`src/rtl/libv_csa_acc.sv`:
```
// libv_csa_acc: streaming multi-operand accumulator.
// Each accepted beat of N words is folded into a redundant sum/carry pair
// without carry propagation; the pair is resolved by a single carry-propagate
// add once the last beat of a packet has been absorbed.
module libv_csa_acc #(
  parameter int W      = 32,
  parameter int N      = 8,
  parameter int ACC_W  = W + 16,
  parameter bit SIGNED = 1'b0
) (
  input  logic                  clk,
  input  logic                  rst_n,
  input  logic                  in_vld,
  input  logic [N-1:0][W-1:0]   in_x,
  input  logic                  in_last,
  input  logic                  in_clr,
  output logic                  in_rdy,
  output logic                  out_vld,
  input  logic                  out_rdy,
  output logic [ACC_W-1:0]      out_sum,
  output logic [15:0]           out_beats
);

  typedef enum logic [1:0] {ACC, RES, OUT} state_t;

  state_t             state;
  logic [ACC_W-1:0]   s_r;
  logic [ACC_W-1:0]   c_r;
  logic [ACC_W-1:0]   res_r;
  logic [15:0]        beats_r;
  logic [15:0]        out_beats_r;
  logic               out_vld_r;

  logic               accept;
  logic [ACC_W-1:0]   s_nxt;
  logic [ACC_W-1:0]   c_nxt;
  logic [ACC_W-1:0]   op;
  logic [ACC_W-1:0]   s_tmp;
  logic [ACC_W-1:0]   c_tmp;
  logic [15:0]        beats_base;
  logic [15:0]        beats_nxt;

  assign in_rdy    = (state == ACC);
  assign accept    = in_vld & in_rdy;
  assign out_vld   = out_vld_r;
  assign out_sum   = res_r;
  assign out_beats = out_beats_r;

  // Carry-save reduction of the base pair plus every extended word through
  // 3:2 compressors; carries shifted past the top bit are simply lost, which
  // gives the modulo-2^ACC_W result once the pair is finally added.
  always_comb begin
    s_nxt = in_clr ? '0 : s_r;
    c_nxt = in_clr ? '0 : c_r;
    op    = '0;
    s_tmp = '0;
    c_tmp = '0;
    for (int i = 0; i < N; i++) begin
      if (SIGNED) begin
        op = ACC_W'($signed(in_x[i]));
      end else begin
        op = ACC_W'(in_x[i]);
      end
      s_tmp = s_nxt ^ c_nxt ^ op;
      c_tmp = ((s_nxt & c_nxt) | (s_nxt & op) | (c_nxt & op)) << 1;
      s_nxt = s_tmp;
      c_nxt = c_tmp;
    end
  end

  // Beat counter for the packet, restarting on a clear and sticking at 0xFFFF.
  always_comb begin
    beats_base = in_clr ? 16'd0 : beats_r;
    beats_nxt  = (beats_base == 16'hFFFF) ? beats_base : beats_base + 16'd1;
  end

  // Control FSM and all datapath registers: absorb beats in ACC, resolve the
  // redundant pair in RES, then hold the result in OUT until it is taken.
  always_ff @(posedge clk or negedge rst_n) begin
    if (!rst_n) begin
      state       <= ACC;
      s_r         <= '0;
      c_r         <= '0;
      res_r       <= '0;
      beats_r     <= '0;
      out_beats_r <= '0;
      out_vld_r   <= 1'b0;
    end else begin
      case (state)
        ACC: begin
          if (accept) begin
            s_r     <= s_nxt;
            c_r     <= c_nxt;
            beats_r <= beats_nxt;
            if (in_last) begin
              state <= RES;
            end
          end
        end
        RES: begin
          res_r       <= s_r + c_r;
          out_beats_r <= beats_r;
          s_r         <= '0;
          c_r         <= '0;
          beats_r     <= '0;
          out_vld_r   <= 1'b1;
          state       <= OUT;
        end
        OUT: begin
          if (out_rdy) begin
            out_vld_r <= 1'b0;
            state     <= ACC;
          end
        end
        default: begin
          out_vld_r <= 1'b0;
          state     <= ACC;
        end
      endcase
    end
  end

endmodule
```
`config.mk`:
```
export PLATFORM = sky130hd
export DESIGN_NAME = libv_csa_acc
export DESIGN_NICKNAME = d
export VERILOG_FILES = /design/src/rtl/libv_csa_acc.sv
export SDC_FILE = /design/constraint.sdc
export NUM_CORES = 1
export LEC_CHECK = 0
export BUFFER_PORTS_ARGS = -buffer_cell sky130_fd_sc_hd__buf_2
export CORE_ASPECT_RATIO = 2
export CORE_MARGIN = 8
export CORE_UTILIZATION = 50
export CTS_BUF_LIST = sky130_fd_sc_hd__clkbuf_4 sky130_fd_sc_hd__clkbuf_8
export CTS_CLUSTER_SIZE = 25
export DETAILED_ROUTE_END_ITERATION = 10
export GPL_ROUTABILITY_DRIVEN = 0
export PLACE_DENSITY = 0.73
export SLEW_MARGIN = 25
export SYNTH_ARGS = -nofsm -noshare
export SYNTH_HDL_FRONTEND = slang
export SYNTH_SLANG_ARGS = --single-unit
export TNS_END_PERCENT = 10
```
`constraint.sdc`:
```
create_clock -name clk -period 11.2 [get_ports clk]
set_input_delay 2.24 -clock clk [delete_from_list [all_inputs] [get_ports clk]]
set_output_delay 2.24 -clock clk [all_outputs]
set_load 0.03 [all_outputs]
```
==> flow_summary.yaml <==
synth:
  yosysSeqAreaShare: 0.257
  synthesis.area_um2: 17300
  synth_ff_type: "dfrtp_1"
  synth-edff-count: 0
  synth_cell_types: 77
  synth-seq-cells: 178
  synthesis.nets: 2338
  synthCells: 1652
  syn-mean-instance-area_um2: 10.5
  synth_async_sr_flop_share: 1.00
  ys_warn_count: 0
clock_tree:
  post_cts_resized: 0
  tritoncts: "yes"
  clock-sinks: 178
  root_buffer: "clkbuf_8"
  post_cts_buffers: 0
  cts_made_buffers: 17
  cts.clk_slew.worst_paths_ps: 100
  cts.hold.buffers_added: 0
  clockBufferDepth: 2
  htree_levels: 4
  worst_skew_pair.late_latency_ps: 510
worst_setup_path:
  crit_path_frequent_cell: "fa_1"
  critPathMaxStageDelay_ps: 590
  crit_family: "adder cells"
  path_buf_inv: 2
  crit_chain: "buf_6 -> nor2b_1 -> fa_1 -> fa_1 -> fa_1 -> fa_1 -> fa_1 -> fa_1 -> inv_1 -> fa_1 -> fa_1 -> o21ai_0"
  critPathKind: "in -> reg"
  worstPathMaxFanout: 111
  slowest_stage: "buf_6"
  critPathRequiredTime_ps: 11610
  critical_path_arrival_ps: 7340
  crit_path_start_kind: "input pin"
  crit_path_end_kind: "register"
flow_run:
  drv_cap: 0
status:
  outcome: "finished, final reports clean"
layout:
  multiInputGateArea_um2: 12000
  final_nets: 2625
  utilization: 0.578
  regArea_um2: 4450
  drive_gt1_frac: 0.206
  fin_cells: 2399
  syn2layout_area_growth_pct: 14.3
  nFillCells: 3027
  final_area_um2: 19800
sta:
  finClkSkew_ps: 18.7
  setup_tns_ps: 0
  hold_viol: 0
  finalSetupViolCount: 0
  drv_slew: 0
  rsz0062_at_grt: "no"
  fin_crit_ps: 6930
  tightest_slew_ps: 912
  fin_crit_sh: 0.619
  slew_headroom: 0.392
  maxClockFrequency_mhz: 144
die:
  core_um2: 34200
  initial_core_util: 0.506
  die_h_um: 279
  fp.dieW_um: 148
  pin_count: 328
  row_count: 96
  dieArea_um2: 41200
global_routing:
  grt_max_degree: 115
  grt_usage: 0.255
  grt_pass1_vias: 15200
  antenna_found_initial: 5
  grt_first_pass_wirelength_um: 81200
  grt.overflow.total: 0
place:
  dpl.hpwl_um: 42400
  place_area_um2: 19300
  placed_cells: 2360
  port_buffers: 327
detailed_routing:
  drc: 0
  avgViaCountPerCell: 5.63
  drt_iter0_markers: 603
  postRouteWirelength_um: 51000
  ant_nets: 0
  drt-pass1-iter-count: 5
  avgRoutedWirePerCell_um: 21.3
  num_vias: 13500
worst_hold_path:
  min_path_type: "reg -> reg"
-- per-layer routing --
layer / GRT usage / wire [um] / vias up / share of wire
met5: 0 / 0 / - / 0
met4: 0.139 / 2710 / 0 / 0.053
met3: 0.0386 / 2350 / 132 / 0.046
met2: 0.493 / 29400 / 467 / 0.58
met1: 0.253 / 16500 / 6807 / 0.32
li1: - / - / 6103 / -
-- kinds of logic after synthesis --
family / after synthesis / share of synthesized area
fa+ha+maj: 424 / 0.414
mux: 3 / 0.00181
compound gates: 329 / 0.126
flops: 178 / 0.257
simple gates: 449 / 0.130
xor+xnor: 39 / 0.0197
buf+inv: 230 / 0.0508
-- placed cells by master, fill, tap and decap left out, types with 12 or more instances in the layout --
cell type  Yosys  routed
nand4_1       18      18
o21ai_0      120     120
nand3_1       15      15
nor2_1        43      43
clkbuf_8       0      20
o21a_1        12      12
buf_2          6     325
fa_1         249     249
nor2b_1       94      93
a22o_1        39      39
nand2_1      199     198
ha_1         175     175
xor2_1        15      15
inv_1        164     164
a21oi_1       53      53
dfrtp_1      178     178
a21o_1        21      21
nand2b_1      20      19
xnor2_1       24      24
-- area by class of cell --
type / count / share of cell area
Sequential cell: 178 / 0.225
Tap cell: 441 / 0.0279
Timing Repair Buffer: 334 / 0.0877
Clock inverter: 12 / 0.00740
Clock buffer: 20 / 0.0136
Antenna cell: 6 / 0.000759
Inverter: 164 / 0.0311
Multi-Input combinational cell: 1244 / 0.607
-- stage by stage --
stage               hold slack [ps]  worst slack [ps]
floorplan                       453              4070
detailed placement              458              3780
global route                    503              4190
CTS                             482              4340
finish                          477              4270
global placement                448              3550
-- registers in the layout, indices dropped and copies added (netlist names) --
name,cells
beats_r,16
c_r,47
out_beats,16
out_sum,48
out_vld,1
s_r,48
state,2
-- synth_stat cells, types with 15 or more instances --
cell | count | share of area
xnor2_1 | 24 | 0.012
o21ai_0 | 120 | 0.035
ha_1 | 175 | 0.13
nor2_1 | 43 | 0.0093
a22o_1 | 39 | 0.020
clkbuf_1 | 52 | 0.011
a21oi_1 | 53 | 0.015
inv_1 | 164 | 0.036
nand3_1 | 15 | 0.0043
nor2b_1 | 94 | 0.034
nand2_1 | 199 | 0.043
xor2_1 | 15 | 0.0076
a21o_1 | 21 | 0.0091
dfrtp_1 | 178 | 0.26
nand4_1 | 18 | 0.0065
nand2b_1 | 20 | 0.0072
fa_1 | 249 | 0.29
-- worst paths after layout --
kind / from / end / slack, ps / cells past startpoint
setup reg to reg: c_r[16] / s_r[19] / 6280 / 11
hold / removal: out_beats[4] / out_beats[4] / 480 / 2
max in group asynchronous: rst_n / out_sum[42] / 8110 / 2
min in group asynchronous: rst_n / out_beats[3] / 1680 / 1
hold reg to reg: out_beats[4] / out_beats[4] / 480 / 2
setup / recovery: in_clr / s_r[19] / 4270 / 12
-- worst reg2reg max path, cell delays in order, from the launching register on --
cell and delay, ps:
dfrtp_1 430, nor2b_1 160, fa_1 530, fa_1 510, fa_1 490, fa_1 500
fa_1 520, fa_1 530, inv_1 60, fa_1 500, fa_1 420, o21ai_0 190
Power is left out: the tool's default activity adds up to more than one toggle a clock period on the data nets, which glitch-free logic cannot reach.
